<file path="config.mk">
export PLATFORM = sky130hd
export DESIGN_NAME = forward_sched_unit_flat
export DESIGN_NICKNAME = d
export VERILOG_FILES = /design/src/rtl/fwd_pkg.sv /design/src/rtl/forward_sched_unit_if.sv /design/src/rtl/fwd_sel_calc.sv /design/src/rtl/forward_sched_unit.sv /design/src/flat_wrapper.sv
export SDC_FILE = /design/constraint.sdc
export NUM_CORES = 1
export LEC_CHECK = 0
export ABC_AREA = 1
export CAP_MARGIN = 20
export CORE_MARGIN = 5
export CORE_UTILIZATION = 30
export DETAILED_ROUTE_END_ITERATION = 8
export PLACE_DENSITY = 0.51
export SYNTH_ARGS = -nofsm -noshare
export SYNTH_HDL_FRONTEND = slang
export SYNTH_SLANG_ARGS = --single-unit
</file>
<file path="constraint.sdc">
create_clock -name CLK -period 1.7 [get_ports CLK]
set_input_delay 0.34 -clock CLK [delete_from_list [all_inputs] [get_ports CLK]]
set_output_delay 0.34 -clock CLK [all_outputs]
set_load 0.02 [all_outputs]
</file>
<file path="src/rtl/fwd_pkg.sv">
// Shared types for the EX-stage forwarding scheduler: select encoding,
// per-stage destination tag and the bubble constant.
package fwd_pkg;

  localparam int TAG_REG_W = 5;

  typedef enum logic [2:0] {
    FWD_RDAT       = 3'b000,
    FWD_EXMEM_ALU  = 3'b001,
    FWD_MEMWB_ALU  = 3'b010,
    FWD_EXMEM_UP16 = 3'b011,
    FWD_MEMWB_UP16 = 3'b100
  } fwd_sel_t;

  typedef struct packed {
    logic                 valid;
    logic [TAG_REG_W-1:0] wsel;
    logic                 regwen;
    logic                 memtoreg;
    logic                 lui;
  } stage_tag_t;

  localparam stage_tag_t BUBBLE_TAG = '{valid: 1'b0, wsel: '0, regwen: 1'b0,
                                        memtoreg: 1'b0, lui: 1'b0};

  function automatic logic tag_writes(stage_tag_t t, logic [TAG_REG_W-1:0] src);
    return t.valid & t.regwen & (t.wsel == src);
  endfunction

endpackage

</file>
<file path="src/rtl/forward_sched_unit_if.sv">
// ID-stage request and forwarding/stall response bundle of the scheduler.
interface forward_sched_unit_if #(
  parameter int REG_W = 5,
  parameter int CNT_W = 16
);
  logic             freeze;
  logic             flush;
  logic             id_valid;
  logic [REG_W-1:0] id_rs;
  logic [REG_W-1:0] id_rt;
  logic             id_uses_rs;
  logic             id_uses_rt;
  logic [REG_W-1:0] id_wsel;
  logic             id_regwen;
  logic             id_memtoreg;
  logic             id_lui;
  logic [2:0]       forwarda;
  logic [2:0]       forwardb;
  logic             stall;
  logic [CNT_W-1:0] stall_cnt;

  modport master (
    output freeze, flush, id_valid, id_rs, id_rt, id_uses_rs, id_uses_rt,
           id_wsel, id_regwen, id_memtoreg, id_lui,
    input  forwarda, forwardb, stall, stall_cnt
  );

  modport slave (
    input  freeze, flush, id_valid, id_rs, id_rt, id_uses_rs, id_uses_rt,
           id_wsel, id_regwen, id_memtoreg, id_lui,
    output forwarda, forwardb, stall, stall_cnt
  );
endinterface

</file>
<file path="src/rtl/fwd_sel_calc.sv">
// Per-operand match against the EX and MEM tags: forward select for
// ALU/upper16 producers, load-use flag for load producers.
module fwd_sel_calc
  import fwd_pkg::*;
#(
  parameter int REG_W = TAG_REG_W
) (
  input  logic             id_valid,
  input  logic             uses,
  input  logic [REG_W-1:0] src,
  input  stage_tag_t       ex_tag,
  input  stage_tag_t       mem_tag,
  output fwd_sel_t         sel,
  output logic             load_hazard
);

  logic reads_src;
  logic match_ex;
  logic match_mem;

  assign reads_src   = id_valid & uses & (src != '0);
  assign match_ex    = reads_src & tag_writes(ex_tag, src);
  assign match_mem   = reads_src & tag_writes(mem_tag, src);
  assign load_hazard = (match_ex & ex_tag.memtoreg) | (match_mem & mem_tag.memtoreg);

  // Youngest producer wins; a load in EX shadows older MEM data (it stalls anyway).
  always_comb begin
    sel = FWD_RDAT;
    if (match_ex) begin
      if (!ex_tag.memtoreg) sel = ex_tag.lui ? FWD_EXMEM_UP16 : FWD_EXMEM_ALU;
    end else if (match_mem && !mem_tag.memtoreg) begin
      sel = mem_tag.lui ? FWD_MEMWB_UP16 : FWD_MEMWB_ALU;
    end
  end

endmodule

</file>
<file path="src/rtl/forward_sched_unit.sv">
// Forwarding scheduler: tracks EX/MEM destination tags, registers operand
// forward selects into EX and raises load-use stalls with a stall counter.
module forward_sched_unit
  import fwd_pkg::*;
#(
  parameter int REG_W = TAG_REG_W,
  parameter int CNT_W = 16
) (
  input  logic                CLK,
  input  logic                nRST,
  forward_sched_unit_if.slave bus
);

  stage_tag_t       ex_tag_reg;
  stage_tag_t       mem_tag_reg;
  stage_tag_t       id_tag;
  fwd_sel_t         forwarda_reg;
  fwd_sel_t         forwardb_reg;
  logic [CNT_W-1:0] stall_cnt_reg;

  fwd_sel_t         sel_next [2];
  logic [REG_W-1:0] op_src   [2];
  logic             op_uses  [2];
  logic [1:0]       load_hazard;
  logic             stall;
  logic             bubble;

  assign op_src[0]  = bus.id_rs;
  assign op_src[1]  = bus.id_rt;
  assign op_uses[0] = bus.id_uses_rs;
  assign op_uses[1] = bus.id_uses_rt;

  generate
    for (genvar gi = 0; gi < 2; gi++) begin : g_op
      fwd_sel_calc #(.REG_W(REG_W)) u_calc (
        .id_valid    (bus.id_valid),
        .uses        (op_uses[gi]),
        .src         (op_src[gi]),
        .ex_tag      (ex_tag_reg),
        .mem_tag     (mem_tag_reg),
        .sel         (sel_next[gi]),
        .load_hazard (load_hazard[gi])
      );
    end
  endgenerate

  always_comb begin
    id_tag          = BUBBLE_TAG;
    id_tag.valid    = bus.id_valid;
    id_tag.wsel     = bus.id_wsel;
    id_tag.regwen   = bus.id_regwen;
    id_tag.memtoreg = bus.id_memtoreg;
    id_tag.lui      = bus.id_lui;
  end

  // A squashed ID instruction never stalls; its slot becomes a bubble instead.
  assign stall  = (|load_hazard) & ~bus.flush;
  assign bubble = stall | bus.flush | ~bus.id_valid;

  always_ff @(posedge CLK or negedge nRST) begin
    if (!nRST) begin
      ex_tag_reg   <= BUBBLE_TAG;
      mem_tag_reg  <= BUBBLE_TAG;
      forwarda_reg <= FWD_RDAT;
      forwardb_reg <= FWD_RDAT;
    end else if (!bus.freeze) begin
      mem_tag_reg <= ex_tag_reg;
      if (bubble) begin
        ex_tag_reg   <= BUBBLE_TAG;
        forwarda_reg <= FWD_RDAT;
        forwardb_reg <= FWD_RDAT;
      end else begin
        ex_tag_reg   <= id_tag;
        forwarda_reg <= sel_next[0];
        forwardb_reg <= sel_next[1];
      end
    end
  end

  always_ff @(posedge CLK or negedge nRST) begin
    if (!nRST) begin
      stall_cnt_reg <= '0;
    end else if (!bus.freeze && stall && (stall_cnt_reg != '1)) begin
      stall_cnt_reg <= stall_cnt_reg + 1'b1;
    end
  end

  assign bus.forwarda  = forwarda_reg;
  assign bus.forwardb  = forwardb_reg;
  assign bus.stall     = stall;
  assign bus.stall_cnt = stall_cnt_reg;

endmodule

</file>
<file path="src/flat_wrapper.sv">
// flat-port wrapper written by rule: the top's interface ports become plain ports
module forward_sched_unit_flat import fwd_pkg::*;
#(
  parameter int REG_W = TAG_REG_W,
  parameter int CNT_W = 16
)
  (CLK, nRST, bus_freeze, bus_flush, bus_id_valid, bus_id_rs, bus_id_rt, bus_id_uses_rs, bus_id_uses_rt, bus_id_wsel, bus_id_regwen, bus_id_memtoreg, bus_id_lui, bus_forwarda, bus_forwardb, bus_stall, bus_stall_cnt);
  forward_sched_unit_if #(.REG_W(REG_W), .CNT_W(CNT_W)) bus_i ();
  input  logic CLK;
  input  logic nRST;
  input wire logic [$bits(bus_i.freeze)-1:0] bus_freeze;
  input wire logic [$bits(bus_i.flush)-1:0] bus_flush;
  input wire logic [$bits(bus_i.id_valid)-1:0] bus_id_valid;
  input wire logic [$bits(bus_i.id_rs)-1:0] bus_id_rs;
  input wire logic [$bits(bus_i.id_rt)-1:0] bus_id_rt;
  input wire logic [$bits(bus_i.id_uses_rs)-1:0] bus_id_uses_rs;
  input wire logic [$bits(bus_i.id_uses_rt)-1:0] bus_id_uses_rt;
  input wire logic [$bits(bus_i.id_wsel)-1:0] bus_id_wsel;
  input wire logic [$bits(bus_i.id_regwen)-1:0] bus_id_regwen;
  input wire logic [$bits(bus_i.id_memtoreg)-1:0] bus_id_memtoreg;
  input wire logic [$bits(bus_i.id_lui)-1:0] bus_id_lui;
  output wire logic [$bits(bus_i.forwarda)-1:0] bus_forwarda;
  output wire logic [$bits(bus_i.forwardb)-1:0] bus_forwardb;
  output wire logic [$bits(bus_i.stall)-1:0] bus_stall;
  output wire logic [$bits(bus_i.stall_cnt)-1:0] bus_stall_cnt;
  assign bus_i.freeze = bus_freeze;
  assign bus_i.flush = bus_flush;
  assign bus_i.id_valid = bus_id_valid;
  assign bus_i.id_rs = bus_id_rs;
  assign bus_i.id_rt = bus_id_rt;
  assign bus_i.id_uses_rs = bus_id_uses_rs;
  assign bus_i.id_uses_rt = bus_id_uses_rt;
  assign bus_i.id_wsel = bus_id_wsel;
  assign bus_i.id_regwen = bus_id_regwen;
  assign bus_i.id_memtoreg = bus_id_memtoreg;
  assign bus_i.id_lui = bus_id_lui;
  assign bus_forwarda = bus_i.forwarda;
  assign bus_forwardb = bus_i.forwardb;
  assign bus_stall = bus_i.stall;
  assign bus_stall_cnt = bus_i.stall_cnt;
  forward_sched_unit #(.REG_W(REG_W), .CNT_W(CNT_W)) u_core (.CLK(CLK), .nRST(nRST), .bus(bus_i));
endmodule
</file>
Word level (Yosys, flattened, before mapping)
Cells that the tools add are included.

storage, ports and cells
  bits in registers = 40
  input port bits = 25
  output and inout port bits = 23
  logic and storage cells = 63

operators by class
  add/sub/neg operators = 1
  equal/unequal tests = 5
  mux-type cells = 10
  bitwise operators = 25
  reduce and logical (&&, ||, !) cells = 9

operators with widths
  operator                                                         number
  3-bit 2-to-1 mux                                                 7
  5-bit equality test                                              4
  1-bit bitwise AND                                                19
  16-bit by 1-bit adder with 16-bit output, second input constant  1
  16-bit inequality test, second input constant                    1
  5-bit nonzero test                                               2
  9-bit 2-to-1 mux                                                 1
  1-bit logical AND                                                4
  2-bit 2-to-1 mux                                                 2
  1-bit OR                                                         4
  1-bit logical NOT                                                2
  1-bit NOT                                                        2
  2-bit OR reduction                                               1

Longest topological paths before layout
  word-level depth = 10
  mapped depth = 13
  gate-level depth less buffers = 13

Hierarchy
Synthesis repeated with hierarchy kept, for this count alone.

unflattened totals
  cell total of the unflattened synthesis = 406
  area, all modules = 2630.0 µm²

modules (own cells, without submodules)
  module              instances  cells each  area each (µm²)  seq. area each (µm²)
  forward_sched_unit  1          262         1984.4           1001.0
  fwd_sel_calc        2          72          322.8            0.0

Least setup slack after synthesis
OpenSTA, ideal clock, no wires.

  kind = register to output
  from = reg u_core.ex_tag_reg[6] in the netlist's numbering
  to = out bus_stall
  arrival time = 1344 ps
  data required time = 1360 ps
  slack = 16 ps
  cell stages (with the launch flop) = 10
  buffers on the path = 0
  cell sequence = dfrtp_1 -> inv_2 -> nand2_1 -> nand2_1 -> nand2_1 -> nor2_1 -> nand3_1 -> nand2_1 -> nand2_1 -> a21oi_1

between the ends
  cells in the longest elaborated chain, start to end = 7
  elaborated cells on any way between the ends = 12
  those cells by class = eq/ne (2); bitwise (9); reduce/logical (1)

RTL lines
  item                    line                      source
  from (decl)             forward_sched_unit.sv:14  stage_tag_t ex_tag_reg;
  from (signal assigned)  forward_sched_unit.sv:73  ex_tag_reg <= id_tag;
  5-bit equality test     fwd_pkg.sv:27             return t.valid & t.regwen & (t.wsel == src);
  1-bit bitwise AND       fwd_pkg.sv:27
  1-bit bitwise AND       fwd_sel_calc.sv:22        assign match_ex = reads_src & tag_writes(ex_tag, src);
  1-bit bitwise AND       fwd_sel_calc.sv:24        assign load_hazard = (match_ex & ex_tag.memtoreg) | (match_mem & mem_tag.memtoreg);
  1-bit OR                fwd_sel_calc.sv:24
  2-bit OR reduction *    forward_sched_unit.sv:57  assign stall = (|load_hazard) & ~bus.flush;
  1-bit bitwise AND *     forward_sched_unit.sv:57
  to (decl)               flat_wrapper.sv:24        output wire logic [$bits(bus_i.stall)-1:0] bus_stall;

Mark *: on every way between the ends. The rest lies on a longest branch, timed or not.

Worst setup path after layout
  from = reg u_core.ex_tag_reg[3] in the netlist's numbering
  to = out bus_stall

The elaborated chain is that of the path after synthesis.

==> flow_summary.ini <==
[run_status]
status = complete, but fails checks
violations = setup timing

[clock_tree]
clock-root-buffer = clkbuf_8
cts_sinks = 40
numCtsBuffers = 5
cts_max_level = 2
cts.clk_slew.worst_paths_ns = 0.08
cts_tree = yes
clk_latency_ns = 0.29
ctsLongestPathBuffers = 2

[route]
vias = 2945
wl_per_cell_microns = 13.75
postRouteWirelength_mm = 8.538
firstDrtPassIters = 4
routed_via_density = 4.742
drc = 0
drt_iter0_drc = 105
antenna_left = 0

[logic_synthesis]
synthCells = 389
syn_area_sq_um = 2626
synth_mux_area_frac = 0
seq_area_frac_synth = 0.3811
synth-seq-cells = 40
yosysWarnings = 0
synth_top_family_by_area = simple AND/OR/NAND/NOR gates
synthAdderAreaFrac = 0.004764
avgSynthCellArea_sq_um = 6.751
synth_flop_cell = dfrtp_1
async_reset_ff_frac = 1.000
synth_compound_area_frac = 0.06241
synthTopCellsByArea = dfrtp_1 38%, nand2_1 19%, inv_1 7.1%
yosysMostFrequentCell = nand2_1
synth_edf_count = 0
syn-num-nets = 415
yosys.area.top_type = dfrtp_1
yosys.area_share.simple = 0.4073
synthXorXnorAreaFrac = 0.04335
yosysUniqueCellTypes = 30
synth_common_cells = 131 x nand2_1, 50 x inv_1, 40 x dfrtp_1
synth_top_area_share = 0.3811

[power]
p_per_area_nw_per_um2 = 502.6
p_leak_nw = 2.182
finalPower_mw = 2.133
ir_worst_vdd_mv = 0.3041

[floorplan]
io_pins = 48
die-area_sq_um = 10730
die_w_microns = 103.6
die_y_microns = 103.6
row_count = 34
start_util = 0.3041
core-area_sq_um = 8636

[setup_path]
required_ns = 1.36
cp-start-kind = flop
cp-end-kind = output port
crit_fanout = 4
timing_worst_setup_path_type = reg -> out
worst_ep_arrival_time_ns = 1.70

[layout]
layout-drive-gt1-share = 0.3470
largest_reg_flops = 16
diodes = 0
num-fill-cells = 887
postLayoutCoreUtil = 0.4915
fin_nets = 539
area_growth_pct = 61.60

[global_routing]
grt_pass1_vias = 2847
track_usage = 0.1521
grt_pass1_wl_mm = 13.73
grt_antenna_before_repair = 0
grt_max_degree = 27
overflow = 0

[sta]
finalMaxSlewViolations = 0
relSlewSlack = 0.7051
finalSetupTns_ns = -1.042
hold_violations = 0
holdWs_ns = 0.4920
fmax_mhz = 491.0
setup_viol = 20
finClkSkew_ns = 0.009278
rsz0062_at_grt = yes
setup_slack_ns = -0.3369
tightest_slew_ns = 0.4424
finalCriticalPeriod_ns = 2.037
period_share = 1.198

[hold_path]
min_path_type = reg -> reg

[placement]
gp_congestion = 0.9078
dp_hpwl_mm = 6.202
io_buffers = 47

[run]
cap_violations = 0
## kinds of logic after synthesis
family / after synthesis
adders and majority gates: 1
AOI/OAI and AO/OA: 30
and+or+nand+nor: 239
DFF: 40
buffers and inverters: 66
xor gates and xnor gates: 13
## path summary, 6_finish.rpt
kind / startpoint / end / slack, ns / depth (start not counted)
hold / removal: u_core.bus.forwarda[2] / u_core.bus.forwarda[2] / 0.49 / 2
setup reg to reg: u_core.ex_tag_reg[3] / u_core.bus.stall_cnt[2] / -0.07 / 13
hold reg to reg: u_core.bus.forwarda[2] / u_core.bus.forwarda[2] / 0.49 / 2
max in group asynchronous: nRST / u_core.ex_tag_reg[3] / 0.68 / 3
setup / recovery: u_core.ex_tag_reg[3] / bus_stall / -0.34 / 9
min in group asynchronous: nRST / u_core.bus.stall_cnt[11] / 0.52 / 2
## worst max-delay path, stage by stage, from the launching register on
cell	delay, ns
dfrtp_2	0.44
buf_6	0.13
nand2_4	0.04
nand2_1	0.05
nor2_1	0.09
nand4_1	0.17
nand2_1	0.11
nand2_2	0.07
a21oi_2	0.15
buf_4	0.15
## layout make-up
class | instances | area (sq um) | area share
clock inverters | 1 | 5.005 | 0.001179
multi-input cells | 285 | 1730 | 0.4077
clock buffers | 6 | 72.57 | 0.01710
repair buffers | 122 | 1069 | 0.2518
inverters | 59 | 224.0 | 0.05277
flip-flops and latches | 40 | 1008 | 0.2376
well taps | 108 | 135.1 | 0.03184
## routing by layer
layer  wire, microns  track usage  vias to the layer above  part of all wire
met5               0            0                        -                 0
met4             100      0.02905                        0             0.012
met3             376      0.02674                       10             0.044
met2            4206       0.2582                       60              0.49
met1            3854       0.2032                     1393              0.45
li1                -            -                     1482                 -
## cells in the final DEF (no fill, tap or decap), types with 12 or more instances in the layout
master           netlist  final
nor2_1                31     26
clkdlybuf4s50_1        0     19
nand3_1               27     13
nand4_1               22     22
nand2_2                4     18
dfrtp_1               40     34
dlygate4sd2_1          0     22
nand2_1              131    112
inv_2                  7     12
buf_4                  0     64
inv_1                 50     44
nand3_2                4     14
## stage by stage
stage | setup WS, ns | instances | cell area (sq um)
after floorplan | 0.01599 | 389 | 2626
after global placement | -1.086 | 596 | 3638
after detailed placement | -1.062 | 596 | 3638
after CTS | -0.3657 | 612 | 3918
after global routing | -0.4586 | 621 | 4244
final | -0.3369 | 621 | 4244
## power by group
group | switching (mW) | internal, mW | leakage (nW) | total, mW
logic | 0.256 | 0.242 | 1.60 | 0.498
registers | 0.0370 | 0.982 | 0.540 | 1.02
clock network | 0.336 | 0.280 | 0.0410 | 0.616
## timing repair
item	in CTS	in global routing
endpoints found under the hold margin	10	0
resized for setup	70	69
pin swaps	16	41
setup endpoints to repair	43	36
hold buffers	1	0
setup buffers	7	10
cloned	1	1
(Power assumes the default switching activity.)
